$ cat config.mk
export PLATFORM = sky130hd
export DESIGN_NAME = fpga_iser8_align
export DESIGN_NICKNAME = d
export VERILOG_FILES = /design/src/rtl/fpga_iser8_align_pkg.sv /design/src/rtl/fpga_bitsel8.sv /design/src/rtl/fpga_iser8_align.sv
export SDC_FILE = /design/constraint.sdc
export NUM_CORES = 1
export LEC_CHECK = 0
export BUFFER_PORTS_ARGS = -buffer_cell sky130_fd_sc_hd__buf_2
export CORE_MARGIN = 3
export CORE_UTILIZATION = 59
export DETAILED_ROUTE_END_ITERATION = 6
export PLACE_DENSITY = 0.8
export SLEW_MARGIN = 20
export SYNTH_ARGS = -nofsm -noshare
export SYNTH_HDL_FRONTEND = slang
export SYNTH_SLANG_ARGS = --single-unit
$ cat constraint.sdc
create_clock -name clk_par -period 2.9 [get_ports clk_par]
set_clock_uncertainty 0.05 [all_clocks]
set_input_delay 0.58 -clock clk_par [delete_from_list [all_inputs] [get_ports clk_par]]
set_output_delay 0.58 -clock clk_par [all_outputs]
set_load 0.1 [all_outputs]
$ cat src/rtl/fpga_iser8_align_pkg.sv
// fpga_iser8_align_pkg: shared state type, default constants and offset priority helper for the word aligner
package fpga_iser8_align_pkg;
  typedef enum logic [1:0] {
    HUNT   = 2'd0,
    VERIFY = 2'd1,
    LOCKED = 2'd2
  } align_state_t;
  localparam logic [7:0] ALIGN_SYNC_WORD = 8'hD5;
  localparam int         ALIGN_LOCK_CNT  = 4;
  // Index of the lowest set bit; 0 when none is set.
  function automatic logic [2:0] first_set8(input logic [7:0] v);
    first_set8 = 3'd0;
    for (int i = 7; i >= 0; i--) if (v[i]) first_set8 = 3'(i);
  endfunction
endpackage

$ cat src/rtl/fpga_bitsel8.sv
// fpga_bitsel8: combinational 16-to-8 selector returning w[sel+7:sel]
// w: two-word window (lower byte older), sel: bit offset, y: selected byte
module fpga_bitsel8 (
  input  logic [15:0] w,
  input  logic [2:0]  sel,
  output logic [7:0]  y
);
  assign y = 8'(w >> sel);
endmodule

$ cat src/rtl/fpga_iser8_align.sv
// fpga_iser8_align: hunts for SYNC_WORD at every bit offset of an 8:1 deserialized lane, locks, and emits aligned bytes
// clk_par/arst_n: parallel clock and async active-low reset; q: raw word (bit 0 earliest)
// realign: pulse forcing HUNT; dout/dout_vld: aligned byte and its valid; locked/offset: lock status and bit offset
module fpga_iser8_align
  import fpga_iser8_align_pkg::*;
#(
  parameter logic [7:0] SYNC_WORD = ALIGN_SYNC_WORD,
  parameter int         LOCK_CNT  = ALIGN_LOCK_CNT
) (
  input  logic       clk_par,
  input  logic       arst_n,
  input  logic [7:0] q,
  input  logic       realign,
  output logic [7:0] dout,
  output logic       dout_vld,
  output logic       locked,
  output logic [2:0] offset
);
  align_state_t state_q, state_d;
  logic [7:0]  q_r_q, q_p_q;
  logic [7:0]  cnt_q, cnt_d, cnt_inc;
  logic [2:0]  offset_q, offset_d;
  logic [7:0]  dout_q, dout_d, dout_sel;
  logic [15:0] w;
  logic [7:0]  m;
  logic        final_hit;
  assign w = {q_r_q, q_p_q};
  for (genvar k = 0; k < 8; k++) begin : g_m
    logic [7:0] c;
    fpga_bitsel8 u_sel (.w(w), .sel(3'(k)), .y(c));
    assign m[k] = c == SYNC_WORD;
  end
  // Selecting with offset_d lets the byte that completes lock be delivered on the lock edge.
  fpga_bitsel8 u_dout (.w(w), .sel(offset_d), .y(dout_sel));
  assign cnt_inc   = &cnt_q ? cnt_q : cnt_q + 8'd1;
  assign final_hit = {1'b0, cnt_q} + 9'd1 >= 9'(LOCK_CNT);
  always_comb begin
    state_d  = state_q;
    cnt_d    = cnt_q;
    offset_d = offset_q;
    if (realign) begin
      state_d = HUNT;
      cnt_d   = 8'd0;
    end else begin
      case (state_q)
        HUNT: if (|m) begin
          offset_d = first_set8(m);
          cnt_d    = 8'd1;
          state_d  = (LOCK_CNT == 1) ? LOCKED : VERIFY;
        end
        VERIFY: if (m[offset_q]) begin
          cnt_d   = cnt_inc;
          state_d = final_hit ? LOCKED : VERIFY;
        end else begin
          cnt_d   = 8'd0;
          state_d = HUNT;
        end
        default: ;
      endcase
    end
  end
  assign dout_d = (state_d == LOCKED) ? dout_sel : dout_q;
  always_ff @(posedge clk_par or negedge arst_n) begin
    if (!arst_n) begin
      state_q  <= HUNT;
      q_r_q    <= 8'h00;
      q_p_q    <= 8'h00;
      cnt_q    <= 8'd0;
      offset_q <= 3'd0;
      dout_q   <= 8'h00;
    end else begin
      state_q  <= state_d;
      q_r_q    <= q;
      q_p_q    <= q_r_q;
      cnt_q    <= cnt_d;
      offset_q <= offset_d;
      dout_q   <= dout_d;
    end
  end
  assign dout     = dout_q;
  assign dout_vld = state_q == LOCKED;
  assign locked   = state_q == LOCKED;
  assign offset   = offset_q;
endmodule
==> results by stage, run 1 <==
Run status:
- The run finished with clean final reports.

Worst setup path:
- The type of destination of the critical path is a flop.
- The signal on the critical path passes through ha_1 -> a21boi_1 -> a21oi_1 -> o32a_1 -> o41ai_2 -> a2bb2oi_2 -> buf_4 -> nor2_2 -> a221o_1.
- The critical path is of the flop to flop type.
- In this run the worst path has a maximum fanout of 11.
- Counting both buffers and inverters, the worst setup path holds a total of 1.
- The required time of the critical path is 3010 ps.
- The arrival time at the worst endpoint is 2770 ps.
- The kind of cell with the highest combined delay along the critical path is compound AO/OA/AOI/OAI gates.
- The largest single stage delay on the critical path is 450 ps.
- The standard cell with the maximum stage delay on the critical path is sky130_fd_sc_hd__dfrtp_1.
- The worst setup path is launched from a flop.
- The register-to-register path setup slack is 240 ps.

Place:
- After legalization and detailed placement, the total HPWL measured 3720 microns.
- The congestion estimate from routability-driven global placement came to 0.914.
- The count of buffers added on input and output ports is 23.

Die:
- The number of top-level pins is 24.
- The y dimension of the die is 69.0 microns.
- The floorplan has 22 rows.
- The die covers 0.00477 sq mm.
- The core region is 0.00374 sq mm.
- The initial utilization of the core area, before any placement, comes to 0.626.
- The die is 69.0 microns wide.

Final layout:
- The net count of the finished layout is 267.
- The area growth from synthesis to layout is 10.4%.
- In the final layout, the share of cells above drive strength 1 is 0.247.
- The total inserted antenna cells is 0.
- At the end of the flow the core is filled with cells to 0.691.

Power and ir drop:
- The power per unit of standard cell area is 538 mW/mm^2.
- The worst-case IR drop observed on VDD is 0.000414 V.
- Summed over all cells, the static leakage comes to 0.00123 uW.

Yosys:
- The number of synthesized register bits is 37.
- The combinational family with the most area after synthesis is simple AND/OR/NAND/NOR gates.
- During synthesis, Yosys emitted a total of 0 warnings.
- The simple-gate portion of the synthesized area is 0.240.
- In the post-synthesis netlist, the biggest area contributors are sky130_fd_sc_hd__dfrtp_1 39%, sky130_fd_sc_hd__mux2i_1 4.7%, sky130_fd_sc_hd__mux2_2 3.8%, sky130_fd_sc_hd__and3b_1 3.4%, sky130_fd_sc_hd__nand3_1 3.0%.
- The top-area cell type share of the netlist area is 0.395.
- The area fraction in compound gates after synthesis is 0.204.
- The proportion of synthesized chip area in sequential cells is 0.395.
- Counting distinct cell types in the post-synthesis netlist gives 53.
- The cell count after synthesis came out at 232.
- The share of async-settable or async-resettable flops after synthesis is 1.00.
- The total nets after synthesis is 245.
- In this run the cell area of the synthesized design comes to 0.00234 sq mm.
- The adder and majority cell fraction of the synthesized area is 0.0107.
- The number of enable flip-flop cells after synthesis is 0.
- The predominant post-synthesis flop cell is sky130_fd_sc_hd__dfrtp_1.
- The biggest area consumer among synthesized cells is sky130_fd_sc_hd__dfrtp_1.
- Of the total synthesized cell area, the portion taken by XOR and XNOR cells is 0.
- The share of synthesized area spent on multiplexers is 0.108.
- The synthesized area divided by synthesized cell count is 10.1 sq um.

Global routing:
- After global routing the overflow that remains totals 0.
- For met2 alone, demand over resource in global routing was 0.360.
- The global-route met1 utilization is 0.333.
- The pin count of the biggest net entering global routing is 38.
- The first global-routing pass estimated 9040 microns of wire.
- The global routing usage on met3 is 0.0437.
- The via count of the first global-routing pass is 1831.
- The global router's overall resource usage is 0.234.
- After global routing, the most crowded layer is met2.
- The number of antenna violations at the first check in global routing came to 0.

Routing:
- The routed design has 5240 microns of wire.
- The first detailed-routing pass took 4 iterations.
- The routed wirelength normalized by instance count is 17.3 microns.
- The final antenna-violating net count is 0.
- The remaining routing DRC violations is 0.
- The violation count after the first detailed-routing iteration is 138.
- In the routed layout, each cell is associated on average with a via count of 6.37.
- The number of vias after detailed routing is 1931.

CTS:
- The buffer type at the clock tree root is sky130_fd_sc_hd__clkbuf_8.
- For the worst-skew pair, the clock arrives at the later sink with an insertion delay of 290 ps.
- The sink count of the clock tree is 37.
- The clock buffer count from CTS is 5.
- Hold repair after CTS inserted 0 buffers.
- The clock passes through at most 2 buffers.
- The quantity of gates resized following cts is 0.
- Clock-pin slew was measured on the worst setup and hold paths at 70 ps.
- Buffers added to address setup during post-CTS repair amount to 0.
- In this run the number of H-tree levels came out at 2.
- The TritonCTS clock tree is built.

Timing:
- Across all hold checks on the routed design, the worst slack comes to 311 ps.
- Setup violations remaining at the end of the flow were counted as 0.
- Based on the critical path, the design can be clocked at up to 0.377 GHz.
- The period utilization is 0.916.
- Summed over all failing endpoints, the final setup total negative slack is 0 ps.
- The minimum period implied by the final worst setup slack is 2660 ps.
- At the pin with the least slew margin, the transition time is 775 ps.
- The hold violation total from the final report was 0.
- Setup repair after global routing left no endpoint under its margin.
- The max-slew violation count is 0.
- The relative slew slack is 0.483.

Hold path:
- In this run the worst hold path is classified as input port to async pin.

Flow run:
- The number of maximum-capacitance constraint violations is 0.
-- per-layer routing --
layer  routed length [microns]  vias up  part of all wire
li1                          -      922                 -
met1                      2350      925              0.45
met2                      2510       73              0.48
met3                       281       11             0.054
met4                        88        0             0.017
met5                         0        -                 0
-- sequential cells by signal, indices dropped and copies added (netlist names) --
register and count:
q_p_q 8, q_r_q 8, offset 3, dout 8, state_q 2, cnt_q 8
-- cell families after synthesis --
family | after synthesis
flops | 37
mux | 22
buf+inv | 19
fa+ha+maj | 2
simple gates | 94
compound gates | 58
-- cell type report --
| cell class | instances | area (sq um) |
|---|---|---|
| clock buffer | 7 | 86.3 |
| inverter | 9 | 33.8 |
| fill | 296 | 1160 |
| clock inverter | 1 | 30.0 |
| multi-input combinational | 176 | 1320 |
| tap | 48 | 60.1 |
| sequential | 37 | 926 |
| timing repair buffer | 25 | 130 |
-- through the flow --
step | total power, uW | cells | setup WS [ps] | instance area, sq um
2_1_floorplan | 887 | 232 | 227 | 2350
3_3_place_gp | 938 | 295 | 347 | 2470
3_5_place_dp | 942 | 295 | 289 | 2470
4_1_cts | 1400 | 303 | 253 | 2590
5_1_grt | 1450 | 303 | 72.4 | 2590
6_report | 1390 | 303 | 244 | 2590
-- placed cells by master, fill, tap and decap left out, types with 2 or more instances in the layout --
| cell | instances |
|---|---|
| sky130_fd_sc_hd__mux2_4 | 2 |
| sky130_fd_sc_hd__a221o_1 | 4 |
| sky130_fd_sc_hd__mux2_2 | 8 |
| sky130_fd_sc_hd__and4b_1 | 2 |
| sky130_fd_sc_hd__dfrtp_1 | 37 |
| sky130_fd_sc_hd__and4bb_2 | 4 |
| sky130_fd_sc_hd__and3b_1 | 9 |
| sky130_fd_sc_hd__nor2_1 | 17 |
| sky130_fd_sc_hd__nand2b_1 | 3 |
| sky130_fd_sc_hd__a21oi_1 | 8 |
| sky130_fd_sc_hd__nor2b_1 | 6 |
| sky130_fd_sc_hd__o211ai_2 | 3 |
| sky130_fd_sc_hd__buf_2 | 23 |
| sky130_fd_sc_hd__buf_4 | 2 |
| sky130_fd_sc_hd__or3_1 | 2 |
| sky130_fd_sc_hd__o221ai_1 | 5 |
| sky130_fd_sc_hd__a41oi_1 | 2 |
| sky130_fd_sc_hd__inv_1 | 9 |
| sky130_fd_sc_hd__a211oi_1 | 2 |
| sky130_fd_sc_hd__mux2i_1 | 11 |
| sky130_fd_sc_hd__ha_1 | 2 |
| sky130_fd_sc_hd__o211ai_1 | 4 |
| sky130_fd_sc_hd__and3_1 | 3 |
| sky130_fd_sc_hd__o31ai_1 | 3 |
| sky130_fd_sc_hd__and2_1 | 4 |
| sky130_fd_sc_hd__nand4_1 | 6 |
| sky130_fd_sc_hd__clkbuf_8 | 6 |
| sky130_fd_sc_hd__o21ai_0 | 14 |
| sky130_fd_sc_hd__nand3_1 | 14 |
| sky130_fd_sc_hd__nand2_1 | 14 |
| sky130_fd_sc_hd__nor3_1 | 2 |
-- final timing paths --
check,from,endpoint,cells past startpoint
max in group asynchronous,arst_n,q_p_q[7],1
min,arst_n,offset[0],1
min reg2reg,q_r_q[7],q_p_q[7],0
max,cnt_q[1],dout[2],9
min in group clk_par,q_r_q[7],q_p_q[7],0
max reg2reg,cnt_q[1],dout[2],9
-- report_power, final --
group | switching [uW] | leakage (uW) | internal [uW]
Sequential | 51.6 | 0.000473 | 543
Clock | 177 | 0.0000585 | 280
Combinational | 232 | 0.000700 | 110
-- synthesized netlist by cell type, types with 3 or more instances --
library cell,instances
sky130_fd_sc_hd__and4bb_2,4
sky130_fd_sc_hd__o31ai_1,3
sky130_fd_sc_hd__nand4_1,6
sky130_fd_sc_hd__nand2_1,14
sky130_fd_sc_hd__mux2_2,8
sky130_fd_sc_hd__o211ai_2,3
sky130_fd_sc_hd__nand2b_1,3
sky130_fd_sc_hd__nor2_1,17
sky130_fd_sc_hd__dfrtp_1,37
sky130_fd_sc_hd__o211ai_1,4
sky130_fd_sc_hd__inv_1,9
sky130_fd_sc_hd__a21oi_1,8
sky130_fd_sc_hd__buf_2,5
sky130_fd_sc_hd__and3b_1,9
sky130_fd_sc_hd__nor2b_1,7
sky130_fd_sc_hd__and3_1,3
sky130_fd_sc_hd__and2_1,4
sky130_fd_sc_hd__o221ai_1,5
sky130_fd_sc_hd__mux2i_1,11
sky130_fd_sc_hd__nand3_1,14
sky130_fd_sc_hd__o21ai_0,14
sky130_fd_sc_hd__a221o_1,4
(Power assumes the default switching activity.)
==> run 2, diff against run 1 <==
--- a/config.mk
+++ b/config.mk
@@ -8,8 +8,9 @@
 export BUFFER_PORTS_ARGS = -buffer_cell sky130_fd_sc_hd__buf_2
 export CORE_MARGIN = 3
 export CORE_UTILIZATION = 59
+export CTS_CLUSTER_DIAMETER = 200
 export DETAILED_ROUTE_END_ITERATION = 6
-export PLACE_DENSITY = 0.8
+export PLACE_DENSITY = 0.77
 export SLEW_MARGIN = 20
 export SYNTH_ARGS = -nofsm -noshare
 export SYNTH_HDL_FRONTEND = slang
==> results by stage, run 2 (synthesis results as in run 1) <==
Hold path:
- The worst hold path belongs to the class flop to flop.

Final layout:
- The total area of sequential cells is 926 sq um (unchanged).
- The relative area change from synthesis to final layout is 10.5%.
- The proportion of layout cells with a drive suffix above 1 was 0.251 (+0.00392).
- The total inserted antenna cells was 0 (unchanged).
- The multi-input gate area in the final layout is 0.00132 sq mm (unchanged).
- The net count of the finished layout is 267 (unchanged).
- The count of filler cells inserted in the layout is 285 (-3.7%).
- Leaving out fill and tap cells, the most frequent cell in the layout is sky130_fd_sc_hd__dfrtp_1.
- Leaving out fill and tap cells, the most frequent cells in the layout are 37 x sky130_fd_sc_hd__dfrtp_1, 23 x sky130_fd_sc_hd__buf_2, 17 x sky130_fd_sc_hd__nor2_1.

Routing:
- The violation count after the first detailed-routing iteration was 112 (-19%).
- The remaining routing DRC violations is 0 (unchanged).
- The number of vias after detailed routing is 1897 (-1.8%).
- The total wirelength of the detailed-routed design was 5020 microns (-4.2%).
- The detailed-routing iteration count for the pre-antenna-repair pass is 5 (+1).
- The final antenna-violating net count is 0 (unchanged).
- The ratio of routed vias to standard cells is 6.26 (-1.8%).
- The routed wirelength normalized by instance count came to 16.6 microns (-4.2%).

Place:
- The count of port buffers added during placement is 23 (unchanged).
- The post-detailed-placement half-perimeter wirelength is 3630 microns (-2.4%).
- The final weighted congestion of routability-driven global placement is 0.958 (+4.8%).

CTS:
- The number of levels the H-tree was split into is 2 (unchanged).
- The sink count of the clock tree is 37 (unchanged).
- The buffer type at the clock tree root is sky130_fd_sc_hd__clkbuf_8.
- The TritonCTS clock tree is built.
- The number of hold buffers added after cts is 0 (unchanged).
- The post-CTS setup buffer count was 0 (unchanged).
- The quantity of gates resized following cts was 0 (unchanged).
- The worst-case clock buffer depth is 2 (unchanged).
- The clock latency reported for the late side of the worst-skew pair came to 290 ps (about the same).
- The clock buffer count from CTS is 5 (unchanged).
- The clock input transition at the sequential cells of the worst setup and hold paths is 70 ps (about the same).

Timing:
- The slew at the pin closest to its max-slew limit is 796 ps (+21.5 ps).
- The hold violation total from the final report is 0 (unchanged).
- The relative slew slack was 0.469 (-0.0143).
- The worst hold slack is 303 ps (-8.01 ps).
- The top achievable clock speed is 0.380 GHz (+0.80%).
- The total negative slack is 0 ps (unchanged).
- The max-slew violation count is 0 (unchanged).
- Setup repair after global routing left no endpoint under its margin.
- The count of endpoints failing setup in the final report is 0 (unchanged).
- The minimum period implied by the final worst setup slack is 2630 ps (-21.1 ps).
- The period utilization was 0.909 (-0.00729).

Die:
- The horizontal extent of the die was 69.0 microns (unchanged).
- The number of top-level pins came to 24 (unchanged).
- The area of the die is 0.00477 sq mm (unchanged).
- The core outline area is 0.00374 sq mm (unchanged).
- The y dimension of the die came to 69.0 microns (unchanged).
- The row count was 22 (unchanged).
- The initial core utilization was 0.626 (unchanged).

Worst setup path:
- The critical path launch point type is a flop.
- The worst-path maximum fanout is 11 (unchanged).
- Following the worst setup path forward leads to its endpoint at dout[2].
- The required time of the critical path is 3030 ps (+20 ps).
- The register-to-register path setup slack was 270 ps (+20 ps).
- The type of destination of the critical path is a flop.
- The arrival time at the worst endpoint is 2760 ps (about the same).
- The worst reg-to-reg path cell count is 9 (unchanged).
- In this run the worst setup path begins at cnt_q[1].
- The launching point of the worst reg2reg path is cnt_q[1].
- The critical path is of the flop to flop type.
- The worst reg2reg path endpoint is dout[2].

Global routing:
- The overflow left after global routing is 0 (unchanged).
- The number of antenna violations at the first check in global routing came to 0 (unchanged).
- The global router's overall resource usage came to 0.229 (-0.00456).
- The global-route wire length before repair is 8770 microns (-3.0%).
- The via count of the first global-routing pass was 1811 (-1.1%).
- The pin count of the biggest net entering global routing was 38 (unchanged).

Power and ir drop:
- The static power due to leakage is 0.00123 uW (about the same).
- The total power draw is 1390 uW (+0.10%).
- The power per unit of standard cell area came to 538 mW/mm^2 (about the same).
- The worst vdd rail ir drop is 0.000460 V (+11%).

Flow run:
- The number of maximum-capacitance constraint violations was 0 (unchanged).

Run status:
- The run finished with clean final reports.
==> run 2: cell count changes in the layout (fill, tap and decap cells not counted) <==
| cell | previous run | this run |
|---|---|---|
| sky130_fd_sc_hd__clkbuf_1 | 1 | 0 |
| sky130_fd_sc_hd__clkinvlp_4 | 0 | 1 |
==> run 2: stage by stage <==
| stage | util | std cells | area [sq um] | worst slack (ps) |
|---|---|---|---|---|
| finish | 0.692 | 303 | 2590 | 265 |
| global route | 0.692 | 303 | 2590 | 119 |
| CTS | 0.692 | 303 | 2590 | 247 |
| detailed placement | 0.660 | 295 | 2470 | 272 |
| global placement | 0.660 | 295 | 2470 | 396 |
| floorplan | - | 232 | 2350 | 227 |
==> run 2: worst min path at each step <==
stage	start	slack, ps	cells after the start	to
after global placement	q_r_q[7]	280	0	q_p_q[7]
final	q_r_q[7]	300	0	q_p_q[7]
after floorplan	arst_n	230	0	cnt_q[0]
after global routing	q_r_q[7]	310	0	q_p_q[7]
after CTS	q_r_q[7]	310	0	q_p_q[7]
after detailed placement	q_r_q[7]	290	0	q_p_q[7]
==> run 2: per-layer routing <==
layer,up-vias,part of all wire,GRT usage
met5,-,0,0
met4,0,0.011,0.0803
met3,4,0.063,0.0525
met2,58,0.46,0.333
met1,918,0.47,0.335
li1,917,-,-
==> run 2: area by class of cell <==
| type | instances | share of cell area |
|---|---|---|
| inverters | 9 | 0.0130 |
| flip-flops and latches | 37 | 0.357 |
| repair buffers | 25 | 0.0502 |
| clock inverters | 2 | 0.0145 |
| clock buffers | 6 | 0.0319 |
| well taps | 48 | 0.0232 |
| multi-input cells | 176 | 0.510 |
==> run 2: report_power, final <==
part | internal, uW | leakage, uW | switching, uW
logic | 110 | 0.000700 | 229
clock network | 279 | 0.0000574 | 183
registers | 542 | 0.000473 | 50.8
==> run 2: worst max-delay path: stages (launching register included) <==
cell,delay [ps]
sky130_fd_sc_hd__dfrtp_1,450
sky130_fd_sc_hd__ha_1,280
sky130_fd_sc_hd__a21boi_1,180
sky130_fd_sc_hd__a21oi_1,80
sky130_fd_sc_hd__o32a_1,320
sky130_fd_sc_hd__o41ai_2,330
sky130_fd_sc_hd__a2bb2oi_2,230
sky130_fd_sc_hd__buf_4,210
sky130_fd_sc_hd__nor2_2,80
sky130_fd_sc_hd__a221o_1,290
==> run 3, diff against run 2 <==
==> constraint.sdc (replaced) <==
create_clock -name clk_par -period 3 [get_ports clk_par]
set_clock_uncertainty 0.05 [all_clocks]
set_input_delay 0.6 -clock clk_par [delete_from_list [all_inputs] [get_ports clk_par]]
set_output_delay 0.6 -clock clk_par [all_outputs]
set_load 0.1 [all_outputs]
==> results by stage, run 3 (synthesis results as in run 1) <==
Routing:
- The violation count after the first detailed-routing iteration is 152 (+36%).
- The total wirelength of the detailed-routed design came to 5180 microns (+3.3%).
- The detailed-routing iteration count for the pre-antenna-repair pass came to 4 (-1).
- The routed wirelength normalized by instance count is 17.2 microns (+3.6%).
- The ratio of routed vias to standard cells came to 6.26 (about the same).
- The remaining routing DRC violations was 0 (unchanged).
- The number of vias after detailed routing is 1890 (-0.37%).
- The final antenna-violating net count is 0 (unchanged).

CTS:
- The post-CTS setup buffer count is 0 (unchanged).
- The TritonCTS clock tree is built.
- The sink count of the clock tree was 37 (unchanged).
- The clock input transition at the sequential cells of the worst setup and hold paths is 80 ps (about the same).
- The number of hold buffers added after cts came to 0 (unchanged).
- The worst-case clock buffer depth came to 2 (unchanged).
- The root buffer cell chosen for the clock tree is sky130_fd_sc_hd__clkbuf_8.
- The clock buffer count from CTS was 5 (unchanged).
- The clock latency reported for the late side of the worst-skew pair is 300 ps (about the same).
- The number of levels the H-tree was split into is 2 (unchanged).
- The quantity of gates resized following cts is 0 (unchanged).

Die:
- The y dimension of the die is 69.0 microns (unchanged).
- The horizontal extent of the die is 69.0 microns (unchanged).
- The row count is 22 (unchanged).
- The initial core utilization is 0.626 (unchanged).
- The area of the die is 0.00477 sq mm (unchanged).
- The core outline area was 0.00374 sq mm (unchanged).
- The number of top-level pins is 24 (unchanged).

Power and ir drop:
- The power per unit of standard cell area is 491 mW/mm^2 (-8.7%).
- The portion of total power attributed to combinational logic was 0.259 (+0.016).
- The design internal power was 793 uW (-15%).
- The total power draw is 1260 uW (-10%).
- The net switching fraction of the power came to 0.368 (+0.0370).
- The clock network fraction of total power is 0.281 (-0.050).
- The switching power is 463 uW (about the same).
- The static power due to leakage came to 0.00120 uW (-2.1%).
- The sequential group share of total power is 0.460 (+0.035).
- The worst vdd rail ir drop is 0.000412 V (-11%).

Worst setup path:
- The worst register-to-register path ends at dout[3].
- STA classifies the critical path endpoint as a flop.
- The critical path launch point type is a flop.
- The register-to-register path setup slack came to 290 ps (+20 ps).
- The worst-path maximum fanout is 11 (unchanged).
- The signal on the critical path passes through ha_1 -> a21boi_1 -> a21oi_1 -> o32a_1 -> o41ai_2 -> a2bb2oi_2 -> buf_4 -> nor2_2 -> a221o_1.
- The slowest stage of the critical path is the sky130_fd_sc_hd__dfrtp_1 cell.
- The worst path buffer plus inverter count was 1 (unchanged).
- The critical path is of the flop to flop type.
- The worst reg-to-reg path cell count is 9 (unchanged).
- The largest incremental delay on the critical path is 490 ps (+40 ps).
- The arrival time at the worst endpoint is 2850 ps (+90 ps).
- In this design, the largest share of critical-path delay is due to compound AO/OA/AOI/OAI gates.
- The endpoint of the worst setup timing path is dout[3].
- The launching element of the worst setup path is cnt_q[0].
- The required time of the critical path was 3130 ps (+100 ps).
- The launching point of the worst reg2reg path is cnt_q[0].
- The cell count along the critical path is 9 (unchanged).

Timing:
- The total negative slack is 0 ps (unchanged).
- The slew at the pin closest to its max-slew limit came to 800 ps (+3.02 ps).
- The max-slew violation count is 0 (unchanged).
- The count of endpoints failing setup in the final report came to 0 (unchanged).
- The relative slew slack came to 0.467 (-0.00202).
- The minimum period implied by the final worst setup slack was 2710 ps (+79.6 ps).
- The hold violation total from the final report was 0 (unchanged).
- Setup repair after global routing left no endpoint under its margin.
- The period utilization was 0.905 (-0.00376).
- The top achievable clock speed is 0.368 GHz (-2.9%).

Final layout:
- The net count of the finished layout is 266 (-0.37%).
- The top cell types in the final layout, fill and taps aside, are 37 x sky130_fd_sc_hd__dfrtp_1, 23 x sky130_fd_sc_hd__buf_2, 17 x sky130_fd_sc_hd__nor2_1.
- The area growth from synthesis to layout is 8.96%.
- The multi-input gate area in the final layout is 0.00132 sq mm (unchanged).
- The proportion of layout cells with a drive suffix above 1 is 0.248 (-0.00295).
- The count of filler cells inserted in the layout is 314 (+10%).
- The total inserted antenna cells was 0 (unchanged).
- The total area of sequential cells is 926 sq um (unchanged).
- The most common cell after layout, fill and taps aside is sky130_fd_sc_hd__dfrtp_1.

Place:
- The final weighted congestion of routability-driven global placement is 0.988 (+3.1%).
- The count of port buffers added during placement is 23 (unchanged).
- The post-detailed-placement half-perimeter wirelength is 3800 microns (+4.6%).

Global routing:
- The number of antenna violations at the first check in global routing was 0 (unchanged).
- The via count of the first global-routing pass is 1823 (+0.66%).
- The overflow left after global routing was 0 (unchanged).
- The global-route wire length before repair is 8660 microns (-1.3%).
- The pin count of the biggest net entering global routing is 38 (unchanged).
- The global router's overall resource usage came to 0.227 (-0.00206).

Flow run:
- The number of maximum-capacitance constraint violations is 0 (unchanged).

Hold path:
- The worst hold-check path type is input port to async pin.

Run status:
- The run finished with clean final reports.
[run 3: cell types whose count changed in the layout (fill, tap and decap cells not counted)]
| cell | delta |
|---|---|
| sky130_fd_sc_hd__clkbuf_8 | -1 |
| sky130_fd_sc_hd__clkinvlp_4 | +2 |
| sky130_fd_sc_hd__bufinv_16 | -1 |
| sky130_fd_sc_hd__buf_4 | -1 |
[run 3: how the worst min path moves through the flow]
stage / from / end / slack (ps) / cells past startpoint
after floorplan: arst_n / cnt_q[0] / 250 / 0
after global placement: q_r_q[7] / q_p_q[7] / 290 / 0
after detailed placement: q_r_q[7] / q_p_q[7] / 310 / 0
after CTS: q_r_q[7] / q_p_q[7] / 320 / 0
after global routing: q_r_q[7] / q_p_q[7] / 320 / 0
final: arst_n / offset[0] / 320 / 1
[run 3: routing by layer]
| layer | vias to the layer above | global-route usage | wire, microns |
|---|---|---|---|
| met3 | 10 | 0.0569 | 254 |
| li1 | 915 | - | - |
| met4 | 0 | 0.0933 | 97 |
| met2 | 57 | 0.342 | 2370 |
| met1 | 908 | 0.312 | 2460 |
| met5 | - | 0 | 0 |
[run 3: power groups by stage]
| stage | logic (uW) | clock network (uW) | registers (uW) |
|---|---|---|---|
| floorplan | 197 | 0 | 661 |
| global placement | 322 | 0 | 583 |
| detailed placement | 326 | 0 | 585 |
| CTS | 327 | 361 | 575 |
| global route | 349 | 383 | 582 |
| finish | 326 | 353 | 577 |
[run 3: stage by stage]
step / hold WS, ps / std cells / area, sq um / utilization / setup slack (ps)
2_1_floorplan: 254 / 232 / 2350 / - / 327
4_1_cts: 323 / 302 / 2550 / 0.682 / 294
3_5_place_dp: 307 / 294 / 2460 / 0.658 / 309
3_3_place_gp: 287 / 294 / 2460 / 0.658 / 451
6_report: 318 / 302 / 2550 / 0.682 / 286
5_1_grt: 323 / 302 / 2550 / 0.682 / 127
[run 3: final cells by class]
type / instances / share of cell area
clock buffer: 5 / 0.0269
clock inverter: 3 / 0.00881
inverter: 9 / 0.0132
multi-input combinational: 176 / 0.517
sequential: 37 / 0.362
tap: 48 / 0.0235
timing repair buffer: 24 / 0.0480
